$ cat config.mk
export PLATFORM = sky130hd
export DESIGN_NAME = max_search_ctrl
export DESIGN_NICKNAME = d
export VERILOG_FILES = /design/src/rtl/cmp_pkg.sv /design/src/rtl/two_bit_greater.sv /design/src/rtl/max_search_ctrl.sv
export SDC_FILE = /design/constraint.sdc
export NUM_CORES = 1
export LEC_CHECK = 0
export ABC_AREA = 1
export CAP_MARGIN = 15
export CELL_PAD_IN_SITES_DETAIL_PLACEMENT = 0
export CELL_PAD_IN_SITES_GLOBAL_PLACEMENT = 1
export CORE_AREA = 2 2 53 55
export DETAILED_ROUTE_END_ITERATION = 10
export DIE_AREA = 0 0 55 57
export PLACE_DENSITY = 0.83
export SYNTH_ARGS = -nofsm -noshare
export SYNTH_HDL_FRONTEND = slang
export SYNTH_SLANG_ARGS = --single-unit
export TNS_END_PERCENT = 10
$ cat constraint.sdc
create_clock -name clk -period 1.7 [get_ports clk]
set_clock_uncertainty 0.2 [all_clocks]
set_input_delay 0.255 -clock clk [delete_from_list [all_inputs] [get_ports clk]]
set_output_delay 0.255 -clock clk [all_outputs]
set_load 0.1 [all_outputs]
$ cat src/rtl/cmp_pkg.sv
// Shared types and constants for the max-search controller and its comparator.
package cmp_pkg;

   // Width of one sample value.
   localparam int DATA_W = 2;

   // Controller sequencing states.
   typedef enum logic [1:0] {
      IDLE = 2'b00,
      RUN  = 2'b01,
      DONE = 2'b10
   } state_t;

endpackage

$ cat src/rtl/two_bit_greater.sv
// Combinational magnitude comparator: agreaterb is high when a > b (unsigned).
module two_bit_greater (
   input  logic [1:0] a,
   input  logic [1:0] b,
   output logic       agreaterb
);

   // a wins on the MSB alone, or on the LSB when the MSBs are equal.
   assign agreaterb = (a[1] & ~b[1]) | ((a[1] ~^ b[1]) & a[0] & ~b[0]);

endmodule

$ cat src/rtl/max_search_ctrl.sv
// Finds the maximum of a frame of N_SAMPLES values and the index of its
// first occurrence, then reports both with a one-cycle done pulse.
module max_search_ctrl
   import cmp_pkg::*;
#(
   parameter int N_SAMPLES = 8,
   parameter int IDX_W     = 3
) (
   input  logic              clk,
   input  logic              reset,
   input  logic              start,
   input  logic              in_valid,
   input  logic [DATA_W-1:0] in_data,
   output logic              in_ready,
   output logic              busy,
   output logic              done,
   output logic              result_valid,
   output logic [DATA_W-1:0] max_val,
   output logic [IDX_W-1:0]  max_idx
);

   localparam logic [IDX_W-1:0] LAST_IDX = IDX_W'(N_SAMPLES - 1);

   state_t             state_reg;
   state_t             state_next;
   logic [IDX_W-1:0]   counter_reg;
   logic [DATA_W-1:0]  run_max_reg;
   logic [IDX_W-1:0]   run_idx_reg;
   logic [DATA_W-1:0]  max_val_reg;
   logic [IDX_W-1:0]   max_idx_reg;
   logic               result_valid_reg;
   logic               agreaterb;
   logic               xfer;
   logic               last_xfer;

   // Compare the incoming sample against the running maximum.
   two_bit_greater u_cmp (
      .a         (in_data),
      .b         (run_max_reg),
      .agreaterb (agreaterb)
   );

   assign xfer      = (state_reg == RUN) && in_valid;
   assign last_xfer = xfer && (counter_reg == LAST_IDX);

   // State register.
   always_ff @(posedge clk) begin
      if (reset) begin
         state_reg <= IDLE;
      end else begin
         state_reg <= state_next;
      end
   end

   // Next-state and handshake/status outputs. The result is presented
   // straight from the running registers during DONE so it lines up with done.
   always_comb begin
      state_next   = state_reg;
      in_ready     = 1'b0;
      busy         = 1'b0;
      done         = 1'b0;
      result_valid = result_valid_reg;
      max_val      = max_val_reg;
      max_idx      = max_idx_reg;
      case (state_reg)
         IDLE: begin
            if (start) begin
               state_next = RUN;
            end
         end
         RUN: begin
            in_ready = 1'b1;
            busy     = 1'b1;
            if (last_xfer) begin
               state_next = DONE;
            end
         end
         DONE: begin
            busy         = 1'b1;
            done         = 1'b1;
            result_valid = 1'b1;
            max_val      = run_max_reg;
            max_idx      = run_idx_reg;
            state_next   = IDLE;
         end
         default: begin
            state_next = IDLE;
         end
      endcase
   end

   // Datapath: running max/index tracking and the held result registers.
   always_ff @(posedge clk) begin
      if (reset) begin
         counter_reg      <= '0;
         run_max_reg      <= '0;
         run_idx_reg      <= '0;
         max_val_reg      <= '0;
         max_idx_reg      <= '0;
         result_valid_reg <= 1'b0;
      end else begin
         case (state_reg)
            IDLE: begin
               if (start) begin
                  counter_reg      <= '0;
                  run_max_reg      <= '0;
                  run_idx_reg      <= '0;
                  result_valid_reg <= 1'b0;
               end
            end
            RUN: begin
               if (xfer) begin
                  // First sample loads unconditionally; later ones only on a
                  // strict win, so ties keep the earliest index.
                  if (counter_reg == '0 || agreaterb) begin
                     run_max_reg <= in_data;
                     run_idx_reg <= counter_reg;
                  end
                  counter_reg <= last_xfer ? '0 : counter_reg + 1'b1;
               end
            end
            DONE: begin
               max_val_reg      <= run_max_reg;
               max_idx_reg      <= run_idx_reg;
               result_valid_reg <= 1'b1;
            end
            default: begin
            end
         endcase
      end
   end

endmodule

=== Word-level counts from Yosys, hierarchy flattened ===
Cells that the tools add are included.

* $add $sub $neg: 1
* Equality and inequality tests: 7
* Muxes and demuxes: 22
* Bitwise logic cells: 7
* Reductions and logical operators: 12

{| class="wikitable"
|+ Operators with widths
! kind !! count
|-
| $mux 3 || 6
|-
| $mux 2 || 6
|-
| $pmux 3 s2 || 2
|-
| $pmux 2 s2 || 2
|-
| $ne 2x2->1 const B || 3
|-
| $mux 1 || 5
|-
| $reduce_and 2->1 || 2
|-
| $reduce_and 4->1 || 1
|-
| $reduce_bool 2->1 || 2
|-
| $add 3x1->3 const B || 1
|-
| $and 1x1->1 || 3
|-
| $eq 3x3->1 const B || 1
|-
| $logic_not 3->1 || 1
|-
| $reduce_and 3->1 || 1
|-
| $eq 2x1->1 const B || 1
|-
| $eq 2x2->1 const B || 1
|-
| $logic_and 1x1->1 || 2
|-
| $logic_not 2->1 || 1
|-
| $ne 2x1->1 const B || 1
|-
| $not 1->1 || 2
|-
| $pmux 1 s2 || 1
|-
| $reduce_or 2->1 || 1
|-
| $logic_or 1x1->1 || 1
|-
| $or 1x1->1 || 1
|-
| $xnor 1x1->1 || 1
|}

* Bits in registers: 16
* Output and inout port bits: 9
* Logic and storage cells: 56

=== Logic depth before layout (Yosys ltp) ===
* Depth after elaboration: 8
* Gate-level depth with buffers: 10
* Depth with buffers taken out: 10

=== Cells and area by module ===
Synthesis repeated with hierarchy kept, for this count alone.

* Cells, all modules: 130
* Area, all modules: 903.4 um2

{| class="wikitable"
|+ By module, submodules not included
! module !! instances !! cells an instance !! area an instance (um2) !! seq. area each (um2)
|-
| max_search_ctrl || 1 || 124 || 870.8 || 320.3
|-
| two_bit_greater || 1 || 6 || 32.5 || 0.0
|}

=== Least setup slack after synthesis ===
Ideal clock, no wire load.

* Path type: flip-flop to output port
* Start point: register state_reg[0]
* End point: output port max_idx[0]
* Arrival time: 2.207 ns
* Slack: -0.962 ns
* Stages on the path, launching flop included: 6
* Cells stage by stage: dfxtp_1 > inv_1 > ha_1 > clkbuf_1 > nand2_1 > nand2_1

* Word-level cells in the longest chain between the ends: 2

{| class="wikitable"
|+ RTL lines
! what !! line !! source
|-
| from (decl) || max_search_ctrl.sv:24 || <nowiki>state_t state_reg;</nowiki>
|-
| from (signal assigned) || max_search_ctrl.sv:51 || <nowiki>state_reg <= state_next;</nowiki>
|-
| $eq 2x2->1 || max_search_ctrl.sv:65 || <nowiki>case (state_reg)</nowiki>
|-
| $mux 3 || max_search_ctrl.sv:65 ||
|-
| to (decl) || max_search_ctrl.sv:19 || <nowiki>output logic [IDX_W-1:0] max_idx</nowiki>
|}

Every way passes these cells.

=== Worst setup path after layout ===
* Start point: register state_reg[0]
* End point: output port max_val[0]

* Word-level cells in the longest chain between the ends: 2

{| class="wikitable"
|+ RTL lines
! what !! line !! source
|-
| $eq 2x2->1 || max_search_ctrl.sv:65 ||
|-
| $mux 2 || max_search_ctrl.sv:65 ||
|-
| to (decl) || max_search_ctrl.sv:18 || <nowiki>output logic [DATA_W-1:0] max_val,</nowiki>
|}

Every way passes these cells.

==> flow_results.org <==
** Clocking
- Clock sink count :: 16
- TritonCTS built the clock tree.
- Max Root-Sink Buffers :: 2
- CTS Root Buffer Type :: sky130_fd_sc_hd__clkbuf_4
- TritonCTS Buffers :: 3
- Hold Buf Count CTS :: 0
- The clock reaches the later pin of the worst-skew pair after 290 ps.
- Clock-pin slew on the worst setup and hold paths :: 100 ps
- In this run the number of H-tree levels came out at 1.

** GRT
- Global-route wire length before repair :: 2904 microns
- Remaining global-route overflow :: 0
- Maximum number of pins on one net before global-route repair :: 13
- Global routing used 12.66% of the available tracks across all layers.
- Vias in the first global route :: 714
- The initial antenna violation count came to 0.

** Critical path
- The worst setup path is launched from a register.
- Standard cell with the maximum stage delay on the critical path :: sky130_fd_sc_hd__dfxtp_4
- Data on the critical path is required at its endpoint by 1240 ps.
- Critical Path Max Stage Delay :: 360 ps
- Register-to-register setup slack :: 90 ps
- STA puts the critical path data arrival time at 1340 ps.
- In this run the worst path has a maximum fanout of 9.
- STA classifies the critical path endpoint as a primary output.
- In this run the critical register-to-register path is captured at run_idx_reg[1]$_SDFFE_PP0P_.
- By startpoint and endpoint, the worst setup path is classified as reg -> out.
- R2r startpoint :: state_reg[0]$_SDFFE_PP0P_
- Cells on worst reg2reg path :: 10
- Ordered list of cells on the worst path :: inv_4, ha_4, nand2_1, nand2_4, buf_12

** Place
- Post-place instance area :: 1220 sq um
- The number of placed instances, taps included, is 168.
- During placement, the flow inserted port buffers numbering 14.
- The congestion estimate from routability-driven global placement came to 0.8052.
- Post-placement worst setup slack :: -141.4 ps
- After legalization and detailed placement, the total HPWL measured 1424 microns.

** Pwr
- Net Switching :: 0.6477 mW
- For this design the static power due to leakage is 0.5952 nW.
- The clock network accounts for 17.6% of the total power.
- VDD IR-drop max :: 0.8423 mV
- Gate power share :: 50.4%
- Net switching is 43.44% of the power.
- P per Cell Area :: 1136 nW/um^2
- Seq pwr share :: 32.0%
- Internal :: 0.8434 mW

** Layout
- Area growth from synthesis to layout :: 50.50%
- The repair_antennas step left the layout with diodes totalling 0.
- Final instance count without filler cells :: 174
- Summed area of non-filler cells in the final layout :: 1313 sq um
- For this run, the post-layout net count is 157.
- Layout cells sized above 1 :: 34.27%

** Synthesis
- Mean cell area of the mapped netlist :: 7.033 sq um
- By instance count, the leading cell after synthesis is sky130_fd_sc_hd__nand2_1.
- After synthesis the netlist holds a flip-flop and latch count of 16.
- The synthesized design contains 0 enable-type register cells.
- Cell area after synthesis :: 872.1 sq um
- Among all flip-flop cells after synthesis, the most frequent one is sky130_fd_sc_hd__dfxtp_1.
- The largest total area in the synthesized netlist belongs to sky130_fd_sc_hd__dfxtp_1.
- Share of flip-flops with an asynchronous set or reset after synthesis :: 0%
- Commonest cells in the synthesized netlist :: 40 x sky130_fd_sc_hd__nand2_1, 16 x sky130_fd_sc_hd__dfxtp_1, 14 x sky130_fd_sc_hd__inv_1
- YS warnings :: 0
- When the netlist entered floorplanning its net count stood at 137.
- Synthesis handed over a netlist of 124 instances.
- After synthesis, the largest area contributor takes up 36.73% of total cell area.
- Share of synthesized area occupied by flip-flops and latches :: 36.73%
- Netlist cell types :: 21
- Synth top area cells :: sky130_fd_sc_hd__dfxtp_1 37%, sky130_fd_sc_hd__nand2_1 17%, sky130_fd_sc_hd__ha_1 10%

** Die
- Initial core utilization :: 33.35%
- The die is 55 microns wide.
- The floorplan step set the die height to 57 microns.
- The region available for standard cell placement spans 2615 sq um.
- The floorplan step defined a die boundary enclosing 3135 sq um.
- Boundary pin count :: 15
- The floorplan has 19 rows.

** Timing
- The worst pin sits at a relative slew slack of 83.65%.
- Adding up every negative setup slack in the final design gives -472.6 ps.
- Timing would allow up to 0.5562 GHz.
- After layout, the worst setup slack is -97.75 ps.
- The count of final max-slew check failures was 0.
- Setup repair after global routing could not meet its margin everywhere.
- At the pin with the least slew margin, the transition time is 245.3 ps.
- The routed design could run at a clock period as short as 1798 ps.
- In the finished design, the share of the clock period the worst path needs comes to 105.8%.
- Setup violations remaining at the end of the flow were counted as 6.
- The total count of hold-check failures in the final report came to 0.
- Hold timing on the final database bottoms out at a slack of 283.5 ps.

** Route
- Via total after detailed routing :: 798
- In the routed design, unresolved DRC markers number 0.
- Number of antenna-violating nets in the routed design :: 0
- After the first detailed-routing iteration, the DRC count stood at 15.
- Via density :: 4.586
- Routed wirelength normalized by instance count :: 10.81 microns
- Total wire length after detailed routing :: 1881 microns
- Drt pass-1 iters :: 4

** Min path
- Hold wc startpoint :: result_valid_reg$_SDFFE_PP0P_
- Min-delay worst type :: reg -> reg
- The worst hold path terminates at result_valid_reg$_SDFFE_PP0P_.
- Along the worst hold path, the cell count comes to 2.

** Status
- Violations in the final reports :: setup timing
- The run finished, with violations left.

** Job
- Max-cap violations in this run came to 0.
==> layout make-up <==
| cell class | instances | area [sq um] |
|---|---|---|
| Sequential cell | 16 | 325.3 |
| Fill cell | 240 | 1303 |
| Inverter | 17 | 73.82 |
| Timing Repair Buffer | 18 | 260.3 |
| Clock buffer | 4 | 36.28 |
| Tap cell | 31 | 38.79 |
| Multi-Input combinational cell | 88 | 578.1 |
==> cell usage in the layout (no fill, tap or decap), types with 3 or more instances in the layout <==
cell	instances
sky130_fd_sc_hd__nor2_1	11
sky130_fd_sc_hd__a21oi_1	11
sky130_fd_sc_hd__ha_1	5
sky130_fd_sc_hd__nand2_2	7
sky130_fd_sc_hd__nand2_1	27
sky130_fd_sc_hd__inv_1	11
sky130_fd_sc_hd__o21ai_0	3
sky130_fd_sc_hd__clkdlybuf4s50_1	5
sky130_fd_sc_hd__buf_12	9
sky130_fd_sc_hd__inv_2	3
sky130_fd_sc_hd__clkbuf_4	3
sky130_fd_sc_hd__nor2_2	3
sky130_fd_sc_hd__dfxtp_1	14
sky130_fd_sc_hd__nand2_4	7
sky130_fd_sc_hd__buf_4	4
sky130_fd_sc_hd__nand3_1	5
==> what timing repair did <==
| action | 4_1_cts | 5_1_grt |
|---|---|---|
| resized for setup | 9 | 7 |
| buffers inserted | 2 | 0 |
| endpoints found under the setup margin | 9 | 14 |
==> critical path: cells and delay by family, from the launching register on <==
kind | cells | cell delay, ps
buf+inv | 2 | 230
simple gates | 2 | 240
fa+ha+maj | 1 | 210
flops | 1 | 360
==> cells by family after synthesis <==
| family | share of synthesized area (%) |
|---|---|
| buffers and inverters | 10.19 |
| adders and majority gates | 10.04 |
| AOI/OAI and AO/OA | 12.34 |
| and+or+nand+nor | 30.70 |
| DFF | 36.73 |
==> worst max-delay path by stage <==
stage	startpoint	slack, ps	end
2_1_floorplan	state_reg[0]$_SDFFE_PP0P_	-60	max_idx[0]
3_3_place_gp	in_data[1]	-100	run_idx_reg[0]$_SDFFE_PP0P_
3_5_place_dp	in_data[1]	-140	run_idx_reg[1]$_SDFFE_PP0P_
4_1_cts	state_reg[0]$_SDFFE_PP0P_	-100	max_val[1]
5_1_grt	state_reg[0]$_SDFFE_PP0P_	-150	max_idx[1]
6_report	state_reg[0]$_SDFFE_PP0P_	-100	max_val[0]
==> per-stage QoR <==
| stage | utilization [%] | total power, mW |
|---|---|---|
| after floorplan | - | 1.020 |
| after global placement | 46.65 | 1.196 |
| after CTS | 49.33 | 1.497 |
| after detailed placement | 46.65 | 1.210 |
| final | 50.19 | 1.491 |
| after global routing | 50.19 | 1.572 |
==> per-layer routing <==
| metal | GRT usage (%) | share of wire (%) | up-vias |
|---|---|---|---|
| li1 | - | - | 423 |
| met1 | 15.60 | 44 | 358 |
| met2 | 21.43 | 50 | 17 |
| met3 | 4.974 | 5.4 | 0 |
| met4 | 1.045 | 0 | 0 |
| met5 | 0 | 0 | - |
==> power by group through the flow <==
stage          logic, mW  clock network [mW]  registers [mW]
6_report           0.751               0.262           0.478
5_1_grt            0.808               0.282           0.483
4_1_cts            0.749               0.272           0.476
3_5_place_dp       0.727                   0           0.483
3_3_place_gp       0.714                   0           0.482
2_1_floorplan      0.548                   0           0.472
(Power assumes the default switching activity.)
